### src/rtl/mem_if_pkg.sv
// Shared helpers for the SDRAM port gearboxes: width ratios, lane-index widths
// and parameter sanity checks common to the read and write paths.
package mem_if_pkg;

  function automatic int clog2(input int value);
    int r;
    r = 0;
    while ((1 << r) < value) r++;
    return r;
  endfunction

  function automatic bit is_pow2(input int value);
    return (value > 0) && ((value & (value - 1)) == 0);
  endfunction

  function automatic int ratio_of(input int wide_dw, input int narrow_dw);
    return wide_dw / narrow_dw;
  endfunction

  function automatic int lb_of(input int wide_dw, input int narrow_dw);
    return clog2(wide_dw / narrow_dw);
  endfunction

  // Legal configuration: integral power-of-2 ratio, room for at least one
  // word-address bit, power-of-2 FIFO depth of at least 2.
  function automatic bit rd_cfg_ok(input int wide_dw, input int narrow_dw,
                                   input int aw, input int depth);
    return (narrow_dw > 0) && (wide_dw % narrow_dw == 0) &&
           is_pow2(wide_dw / narrow_dw) && (aw >= lb_of(wide_dw, narrow_dw) + 1) &&
           is_pow2(depth) && (depth >= 2);
  endfunction

endpackage

### src/rtl/mem_rd_gearbox_if.sv
// Beat-in / word-out bus of the read gearbox, including flush and sticky error flags.
interface mem_rd_gearbox_if #(
  parameter int WB_DW  = 32,
  parameter int MEM_DW = 16,
  parameter int AW     = 5
);
  localparam int LB = mem_if_pkg::lb_of(WB_DW, MEM_DW);

  logic [AW-1:0]    s_adr_i;
  logic [MEM_DW-1:0] s_data_i;
  logic             s_valid_i;
  logic             s_ready_o;
  logic [AW-LB-1:0] m_adr_o;
  logic [WB_DW-1:0] m_data_o;
  logic             m_valid_o;
  logic             m_ready_i;
  logic             flush_i;
  logic             err_clr_i;
  logic             ovf_o;
  logic             mis_o;

  modport slave (
    input  s_adr_i, s_data_i, s_valid_i, m_ready_i, flush_i, err_clr_i,
    output s_ready_o, m_adr_o, m_data_o, m_valid_o, ovf_o, mis_o
  );

  modport master (
    output s_adr_i, s_data_i, s_valid_i, m_ready_i, flush_i, err_clr_i,
    input  s_ready_o, m_adr_o, m_data_o, m_valid_o, ovf_o, mis_o
  );
endinterface

### src/rtl/mem_fifo_fwft.sv
// First-word-fall-through FIFO: head data is visible whenever valid_o is high,
// and reads as zero while empty.
module mem_fifo_fwft
  import mem_if_pkg::*;
#(
  parameter int WIDTH = 8,
  parameter int DEPTH = 4
) (
  input  logic                   clk,
  input  logic                   rst,
  input  logic                   push_i,
  input  logic [WIDTH-1:0]       data_i,
  input  logic                   pop_i,
  input  logic                   flush_i,
  output logic [clog2(DEPTH):0]  count_o,
  output logic                   valid_o,
  output logic [WIDTH-1:0]       head_o
);
  localparam int PW = clog2(DEPTH);

  logic [PW-1:0]    wr_q, rd_q;
  logic [PW:0]      count_q;
  logic [WIDTH-1:0] mem [DEPTH];
  logic             do_push, do_pop;

  assign do_push = push_i && (count_q != (PW+1)'(DEPTH)) && !flush_i;
  assign do_pop  = pop_i && (count_q != '0) && !flush_i;

  // NOTE: sequential state is updated only with <= so every always_ff reads the
  // pre-edge value of every register, independent of block ordering.
  always_ff @(posedge clk or posedge rst) begin
    if (rst) begin
      wr_q    <= '0;
      rd_q    <= '0;
      count_q <= '0;
    end else if (flush_i) begin
      wr_q    <= '0;
      rd_q    <= '0;
      count_q <= '0;
    end else begin
      if (do_push) wr_q <= wr_q + 1'b1;
      if (do_pop)  rd_q <= rd_q + 1'b1;
      count_q <= count_q + (PW+1)'(do_push) - (PW+1)'(do_pop);
    end
  end

  // NOTE: the storage array has no reset; only pointers and count are reset,
  // and the head is masked to zero while empty so stale contents never show.
  always_ff @(posedge clk) begin
    if (do_push) mem[wr_q] <= data_i;
  end

  assign count_o = count_q;
  assign valid_o = (count_q != '0);
  assign head_o  = valid_o ? mem[rd_q] : '0;
endmodule

### src/rtl/mem_rd_gearbox.sv
// Read-path gearbox: assembles MEM_DW beats into WB_DW words by address lane and
// queues completed words in a FWFT FIFO with real backpressure and sticky errors.
module mem_rd_gearbox
  import mem_if_pkg::*;
#(
  parameter int WB_DW  = 32,
  parameter int MEM_DW = 16,
  parameter int AW     = 5,
  parameter int DEPTH  = 4
) (
  input  logic             clk,
  input  logic             rst,
  mem_rd_gearbox_if.slave  bus
);
  localparam int RATIO = ratio_of(WB_DW, MEM_DW);
  localparam int LB    = lb_of(WB_DW, MEM_DW);
  localparam int LW    = (LB == 0) ? 1 : LB;
  localparam int WAW   = AW - LB;
  localparam int CW    = clog2(DEPTH) + 1;
  localparam int FW    = WB_DW + WAW;

  if (!rd_cfg_ok(WB_DW, MEM_DW, AW, DEPTH)) begin : g_cfg_err
    $error("mem_rd_gearbox: illegal WB_DW/MEM_DW/AW/DEPTH combination");
  end

  logic [WB_DW-1:0] asm_data_q, asm_data_d, next_data;
  logic [RATIO-1:0] asm_mask_q, asm_mask_d, next_mask;
  logic [WAW-1:0]   asm_adr_q, asm_adr_d, word;
  logic [LW-1:0]    lane;
  logic             ovf_q, ovf_d, mis_q, mis_d;
  logic             accept, push, pop, ovf_set, mis_set;
  logic [CW-1:0]    fifo_count;
  logic             fifo_valid;
  logic [FW-1:0]    fifo_head;

  assign bus.s_ready_o = (fifo_count < CW'(DEPTH));
  assign accept        = bus.s_valid_i && bus.s_ready_o && !bus.flush_i;
  assign ovf_set       = bus.s_valid_i && !bus.s_ready_o;
  assign lane          = LW'(bus.s_adr_i & AW'(RATIO - 1));
  assign word          = WAW'(bus.s_adr_i >> LB);
  assign pop           = fifo_valid && bus.m_ready_i;

  // NOTE: every variable assigned here gets a default first, so no path leaves
  // a signal unassigned and no latch is inferred.
  always_comb begin
    asm_data_d = asm_data_q;
    asm_mask_d = asm_mask_q;
    asm_adr_d  = asm_adr_q;
    next_data  = asm_data_q;
    next_mask  = asm_mask_q;
    push       = 1'b0;
    mis_set    = 1'b0;
    if (accept) begin
      // A beat for another word abandons the partial one and restarts assembly.
      if ((asm_mask_q != '0) && (word != asm_adr_q)) begin
        mis_set   = 1'b1;
        next_mask = '0;
      end
      next_mask = next_mask | (RATIO'(1) << lane);
      for (int k = 0; k < RATIO; k++) begin
        if (LW'(k) == lane) next_data[k*MEM_DW +: MEM_DW] = bus.s_data_i;
      end
      asm_data_d = next_data;
      asm_adr_d  = word;
      if (&next_mask) begin
        push       = 1'b1;
        asm_mask_d = '0;
      end else begin
        asm_mask_d = next_mask;
      end
    end
    if (bus.flush_i) asm_mask_d = '0;
  end

  // A same-cycle set wins over the clear.
  assign ovf_d = (ovf_q && !bus.err_clr_i) || ovf_set;
  assign mis_d = (mis_q && !bus.err_clr_i) || mis_set;

  always_ff @(posedge clk or posedge rst) begin
    if (rst) begin
      asm_data_q <= '0;
      asm_mask_q <= '0;
      asm_adr_q  <= '0;
      ovf_q      <= 1'b0;
      mis_q      <= 1'b0;
    end else begin
      asm_data_q <= asm_data_d;
      asm_mask_q <= asm_mask_d;
      asm_adr_q  <= asm_adr_d;
      ovf_q      <= ovf_d;
      mis_q      <= mis_d;
    end
  end

  mem_fifo_fwft #(
    .WIDTH (FW),
    .DEPTH (DEPTH)
  ) u_fifo (
    .clk     (clk),
    .rst     (rst),
    .push_i  (push),
    .data_i  ({word, next_data}),
    .pop_i   (pop),
    .flush_i (bus.flush_i),
    .count_o (fifo_count),
    .valid_o (fifo_valid),
    .head_o  (fifo_head)
  );

  assign bus.m_valid_o = fifo_valid;
  assign {bus.m_adr_o, bus.m_data_o} = fifo_head;
  assign bus.ovf_o = ovf_q;
  assign bus.mis_o = mis_q;
endmodule

### src/flat_wrapper.sv
// flat-port wrapper written by rule: the top's interface ports become plain ports
module mem_rd_gearbox_flat import mem_if_pkg::*;
#(
  parameter int WB_DW  = 32,
  parameter int MEM_DW = 16,
  parameter int AW     = 5,
  parameter int DEPTH  = 4
)
  (clk, rst, bus_s_adr_i, bus_s_data_i, bus_s_valid_i, bus_m_ready_i, bus_flush_i, bus_err_clr_i, bus_s_ready_o, bus_m_adr_o, bus_m_data_o, bus_m_valid_o, bus_ovf_o, bus_mis_o);
  mem_rd_gearbox_if #(.WB_DW(WB_DW), .MEM_DW(MEM_DW), .AW(AW)) bus_i ();
  input  logic clk;
  input  logic rst;
  input wire logic [$bits(bus_i.s_adr_i)-1:0] bus_s_adr_i;
  input wire logic [$bits(bus_i.s_data_i)-1:0] bus_s_data_i;
  input wire logic [$bits(bus_i.s_valid_i)-1:0] bus_s_valid_i;
  input wire logic [$bits(bus_i.m_ready_i)-1:0] bus_m_ready_i;
  input wire logic [$bits(bus_i.flush_i)-1:0] bus_flush_i;
  input wire logic [$bits(bus_i.err_clr_i)-1:0] bus_err_clr_i;
  output wire logic [$bits(bus_i.s_ready_o)-1:0] bus_s_ready_o;
  output wire logic [$bits(bus_i.m_adr_o)-1:0] bus_m_adr_o;
  output wire logic [$bits(bus_i.m_data_o)-1:0] bus_m_data_o;
  output wire logic [$bits(bus_i.m_valid_o)-1:0] bus_m_valid_o;
  output wire logic [$bits(bus_i.ovf_o)-1:0] bus_ovf_o;
  output wire logic [$bits(bus_i.mis_o)-1:0] bus_mis_o;
  assign bus_i.s_adr_i = bus_s_adr_i;
  assign bus_i.s_data_i = bus_s_data_i;
  assign bus_i.s_valid_i = bus_s_valid_i;
  assign bus_i.m_ready_i = bus_m_ready_i;
  assign bus_i.flush_i = bus_flush_i;
  assign bus_i.err_clr_i = bus_err_clr_i;
  assign bus_s_ready_o = bus_i.s_ready_o;
  assign bus_m_adr_o = bus_i.m_adr_o;
  assign bus_m_data_o = bus_i.m_data_o;
  assign bus_m_valid_o = bus_i.m_valid_o;
  assign bus_ovf_o = bus_i.ovf_o;
  assign bus_mis_o = bus_i.mis_o;
  mem_rd_gearbox #(.WB_DW(WB_DW), .MEM_DW(MEM_DW), .AW(AW), .DEPTH(DEPTH)) u_core (.clk(clk), .rst(rst), .bus(bus_i));
endmodule
### config.mk
export PLATFORM = sky130hd
export DESIGN_NAME = mem_rd_gearbox_flat
export DESIGN_NICKNAME = d
export VERILOG_FILES = /design/src/rtl/mem_if_pkg.sv /design/src/rtl/mem_rd_gearbox_if.sv /design/src/rtl/mem_fifo_fwft.sv /design/src/rtl/mem_rd_gearbox.sv /design/src/flat_wrapper.sv
export SDC_FILE = /design/constraint.sdc
export NUM_CORES = 1
export LEC_CHECK = 0
export ABC_AREA = 1
export CORE_UTILIZATION = 62
export CTS_CLUSTER_DIAMETER = 200
export CTS_CLUSTER_SIZE = 25
export DETAILED_ROUTE_END_ITERATION = 6
export HOLD_SLACK_MARGIN = 0.03
export PLACE_DENSITY = 0.89
export SETUP_SLACK_MARGIN = 0.2
export SLEW_MARGIN = 10
export SYNTH_ARGS = -nofsm -noshare
export SYNTH_HDL_FRONTEND = slang
export SYNTH_SLANG_ARGS = --single-unit
### constraint.sdc
create_clock -name clk -period 5.8 [get_ports clk]
set_input_delay 1.74 -clock clk [delete_from_list [all_inputs] [get_ports clk]]
set_output_delay 1.74 -clock clk [all_outputs]
set_load 0.1 [all_outputs]
Word level (Yosys, flattened, before mapping)

Memory sizes are Yosys's and may differ from the RTL's.
Index checks and enable logic that the tools add are counted.

Shift-type cells: 1
Bitwise logic cells: 1
Reductions and logical operators: 22
$add $sub $neg: 4
Mux-type cells: 20
Order comparisons: 1
Eq/ne operators: 2

Operator list:

| operator            | count |
|---|---|
| $mux 36             | 1 |
| $mux 16             | 2 |
| $mux 32             | 1 |
| $mux 2              | 9 |
| $logic_and 1x1->1   | 11 |
| $reduce_bool 2->1   | 4 |
| $mux 1              | 6 |
| $add 2x1->2 const B | 2 |
| $ne 4x4->1          | 1 |
| $add 3x1->3         | 1 |
| $logic_not 1->1     | 3 |
| $lt 3x3->1 const B  | 1 |
| $mux 3              | 1 |
| $ne 3x3->1 const B  | 1 |
| $reduce_bool 3->1   | 1 |
| $sub 3x1->3         | 1 |
| $logic_or 1x1->1    | 2 |
| $or 2x2->2          | 1 |
| $reduce_and 2->1    | 1 |
| $shl 1x1->2 const A | 1 |

Bits in writable memories: 144
Bits of input ports: 27
Word-level logic and storage cells: 60
Memories: 1
Bits in registers: 47

Memories:

| name              | depth | bits a word | read ports | clocked after memory_dff | wr ports | line                | RTL |
|---|---|---|---|---|---|---|---|
| u_core.u_fifo.mem | 4     | 36          | 1          | 0                        | 1        | mem_fifo_fwft.sv:23 | `logic [WIDTH-1:0] mem [DEPTH];` |

Depth between registers and ports, before layout

Depth after elaboration: 13
Mapped depth: 14
Gate-level depth less buffers: 14

Cells and area by module

Synthesis repeated with hierarchy kept, for this count alone.

Cells, all modules: 815
Area, all modules: 8249.2 µm²

Modules (own cells, without submodules):

| module         | seq. area each (µm²) | instances | area an instance (µm²) | cells an instance |
|---|---|---|---|---|
| mem_fifo_fwft  | 4499.3               | 1         | 6567.5                 | 630 |
| mem_rd_gearbox | 1001.0               | 1         | 1681.6                 | 185 |

Worst setup path before layout

No wires, ideal clock.

Path type: input -> register
Start: input port bus_s_adr_i[2]
End: memory u_core.u_fifo.mem[0][0] in the netlist's numbering (enable)
Required time: 5371 ps
Arrival time: 3885 ps
Slack: 1485 ps
Buffers on the path: 0
Stages on the path: 8
Library setup time: 429 ps
Cell sequence: inv_1 -> nand2_1 -> nand2_1 -> nor2_1 -> nand3_1 -> nand2_1 -> nand3_1 -> nor2_1

Longest elaborated chain between the ends: 12

RTL lines:

| what                           | line                 | RTL |
|---|---|---|
| from (decl)                    | flat_wrapper.sv:13   | `input wire logic [$bits(bus_i.s_adr_i)-1:0] bus_s_adr_i;` |
| $ne 4x4->1                     | mem_rd_gearbox.sv:55 | `if ((asm_mask_q != '0) && (word != asm_adr_q)) begin` |
| $logic_and 1x1->1              | mem_rd_gearbox.sv:55 |  |
| $mux 2                         | mem_rd_gearbox.sv:55 |  |
| $mux 2                         | mem_rd_gearbox.sv:53 | `if (accept) begin` |
| $or 2x2->2                     | mem_rd_gearbox.sv:59 | `next_mask = next_mask \| (RATIO'(1) << lane);` |
| $reduce_and 2->1               | mem_rd_gearbox.sv:65 | `if (&next_mask) begin` |
| $mux 1                         | mem_rd_gearbox.sv:65 |  |
| $mux 1                         | mem_rd_gearbox.sv:53 |  |
| $logic_and 1x1->1 (2 in a row) | mem_fifo_fwft.sv:26  | `assign do_push = push_i && (count_q != (PW+1)'(DEPTH)) && !flush_i;` |
| $mux 1                         | mem_fifo_fwft.sv:50  | `if (do_push) mem[wr_q] <= data_i;` |
| $mux 1 (implied by the code)   | mem_fifo_fwft.sv:50  |  |
| to (decl)                      | mem_fifo_fwft.sv:23  |  |

No other way between the ends. The select of a mux whose other input is x is not followed.

Worst setup path after layout

Start: register u_core.u_fifo.count_q[2] (netlist: u_core.u_fifo.count_o[2])
End: output port bus_m_valid_o

Longest elaborated chain between the ends: 1

RTL lines:

| what                   | line                | RTL |
|---|---|---|
| from (decl)            | mem_fifo_fwft.sv:22 | `logic [PW:0] count_q;` |
| from (signal assigned) | mem_fifo_fwft.sv:43 | `count_q <= count_q + (PW+1)'(do_push) - (PW+1)'(do_pop);` |
| $reduce_bool 3->1      | mem_fifo_fwft.sv:54 | `assign valid_o = (count_q != '0);` |
| to (decl)              | flat_wrapper.sv:22  | `output wire logic [$bits(bus_i.m_valid_o)-1:0] bus_m_valid_o;` |

No other way between the ends.

==> impl_metrics.tcl <==
set metrics [dict create \
    hold_path_class "reg2reg" \
    insertion_delay_ps 430 \
    netlist_instances 664 \
    start_util_pct 64.00 \
    io_pins 67 \
    cts.sinks 191 \
    syn2layout_area_growth_pct 16.37 \
    layout-drive-gt1-share_pct 14.38 \
    wl_mm 17.39 \
    ys_seq_area_share_pct 70.96 \
    fin_ws_ps 1217 \
    post-route-period-util_pct 79.03 \
    drc 0 \
    yosys_register_bits 191 \
    arrival_ps 2840 \
    layout.nets 758 \
    die_h_um 113.8 \
    fillers 778 \
    design_area_um2 9020 \
    postCtsSetupBuffers 0 \
    grt.overflow.total 0 \
    synth_area_leader_cell "edfxtp_1" \
    p_leak_nw 3.531 \
    maxSlewViolCount 0 \
    vias 5225 \
    grtUsageTotal_pct 28.35 \
    hpwlAfterDp_mm 9.945 \
    antenna_found_initial 0 \
    final-hold-violation-count 0 \
    syn-num-nets 698 \
    synthArstFlopShare_pct 24.61 \
    grt_pass1_vias 5324 \
    yosys_warnings 0 \
    rows 40 \
    ys_types 28 \
    fp.dieW_um 113.8 \
    clk_path_buf_depth 2 \
    cts_made_buffers 17 \
    antenna_cells 0 \
    portBuffers 66 \
    cts-root-buf "clkbuf_16" \
    post-place-ws_ps 1012 \
    max_freq_ghz 0.2182 \
    synth.top_cell.area_share_pct 55.79 \
    synth-main-ff-cell "edfxtp_1" \
    final_cell_mix "152 x nor2_1, 144 x edfxtp_1, 78 x o21ai_0, 58 x nand2_1" \
    setup.worst_path.start_class "flip-flop" \
    place.gp.congestion 0.7953 \
    final_common_cell "nor2_1" \
    postSynthAreaPerCell_um2 11.67 \
    rr_worst_depth 13 \
    setup_viol 0 \
    path_class "reg2out" \
    reg2reg_slack_ps 2870 \
    powerDensity_nw_per_um2 539.9 \
    syn_area_um2 7751 \
    cts_max_level 4 \
    grt_max_degree 74 \
    grt_setup_unrepaired "no" \
    cts_tree "done" \
    ant_nets 0 \
    ys_top_cells_by_area "edfxtp_1 56%, dfrtp_1 15%, nor2_1 7.6%" \
    critPathLaunch "u_core.u_fifo.count_o[2]$_DFF_PP0_" \
    crit_fanout 38 \
    skew_ps 7.084 \
    wl_per_cell_um 19.22 \
    maxSlewHeadroom_pct 35.01 \
    fin_crit_ps 4583 \
    worst_setup_path_end_kind "output port" \
    grt_pass1_wl_mm 26.81 \
    drt-initial-drc-count 562 \
    coreArea_um2 12110 \
    holdWs_ps 514.9 \
    worst_pin_slew_ps 971.8 \
    fp.dieArea_um2 12950 \
    crit_path_end "bus_m_valid_o" \
    worst_ep_required_time_ps 4060 \
    synth_edf_count 144 \
    ir_drop_v 0.0005703 \
    path_clk_slew_ps 60 \
    setup_tns_ps 0 \
    outcome "finished clean" \
    ctsResizeCount 0 \
    drtPass1Iterations 5 \
    dpl_cell_area_um2 8416 \
    drv_cap 0 \
    hold_buffers 0 \
    reg2reg_to "u_core.u_fifo.count_o[2]$_DFF_PP0_" \
    reg2reg_from "u_core.u_fifo.count_o[2]$_DFF_PP0_" \
    power.total_w 0.004870 \
    via_per_inst 5.773 \
]
metrics by stage:
stage	instances	util [%]
after floorplan	664	-
after global placement	873	69.48
after detailed placement	873	69.48
after CTS	905	74.47
after global routing	905	74.47
final	905	74.47
how the worst min path moves through the flow:
stage                                         start                              end  slack [ps]  cells after the start
global placement    u_core.asm_data_q[18]$_DFF_PP0_  u_core.asm_data_q[18]$_DFF_PP0_         480                      2
CTS                 u_core.asm_data_q[31]$_DFF_PP0_  u_core.asm_data_q[31]$_DFF_PP0_         510                      2
finish              u_core.asm_data_q[31]$_DFF_PP0_  u_core.asm_data_q[31]$_DFF_PP0_         510                      2
global route         u_core.asm_data_q[2]$_DFF_PP0_   u_core.asm_data_q[2]$_DFF_PP0_         550                      2
floorplan            u_core.asm_data_q[0]$_DFF_PP0_   u_core.asm_data_q[0]$_DFF_PP0_         470                      2
detailed placement  u_core.asm_data_q[31]$_DFF_PP0_  u_core.asm_data_q[31]$_DFF_PP0_         500                      2
cell type report:
cell class,instances,area (um2),share of cell area (%)
Inverter,48,180.2,1.998
Tap cell,168,210.2,2.330
Sequential cell,191,5502,60.99
Clock inverter,7,108.9,1.207
Clock buffer,25,495.5,5.493
Timing Repair Buffer,76,645.6,7.158
Multi-Input combinational cell,390,1878,20.82
cell families (layout without fill, tap and decap cells):
logic type	after synthesis	in the layout	share of synthesized area, %
AOI/OAI and AO/OA	154	154	10.99
xor gates and xnor gates	1	1	0.1130
adders and majority gates	7	7	1.227
buffers and inverters	83	156	5.230
DFF	191	191	70.96
and+or+nand+nor	228	228	11.48
critical path, stage by stage (launching register included):
cell             delay, ps
dfrtp_1                430
or2_2                  350
nor2_2                 100
buf_4                  430
inv_1                   90
clkdlybuf4s50_1        980
per-layer routing:
metal | part of all wire, % | global-route usage [%] | vias to the layer above | routed length, um
li1 | - | - | 2375 | -
met1 | 38 | 34.26 | 2541 | 6664
met2 | 53 | 49.51 | 269 | 9231
met3 | 6.5 | 6.164 | 40 | 1127
met4 | 2.1 | 12.21 | 0 | 371
met5 | 0 | 0 | - | 0
cell usage after synthesis (2+ instances only):
master    instances
edfxtp_1        144
nor2_2            2
nand2_1          58
o22ai_1           2
buf_6            10
inv_2             3
o21ai_1          13
ha_1              6
a22o_1            2
dfrtp_1          47
nand3_1           6
nor2_1          157
o21ai_0          78
clkbuf_1          9
a21oi_1          40
inv_1            44
o21ai_2          19
buf_2            12
buf_1             3
state kept, by name, indices dropped and copies added (netlist names):
name and cells:
u_core.asm_adr_q 4, u_core.asm_data_q 32, u_core.asm_mask_q 2, u_core.bus.mis_o 1, u_core.bus.ovf_o 1, u_core.u_fifo.count_o 3, u_core.u_fifo.mem 144, u_core.u_fifo.rd_q 2
u_core.u_fifo.wr_q 2
where the power goes:
group | total [W] | switching (W) | internal [W]
clock network | 0.00118 | 0.000461 | 0.000721
registers | 0.00174 | 0.0000481 | 0.00169
logic | 0.00195 | 0.00159 | 0.000364
total | 0.00487 | 0.00209 | 0.00278
No activity file was read; power rests on OpenSTA's default activity.
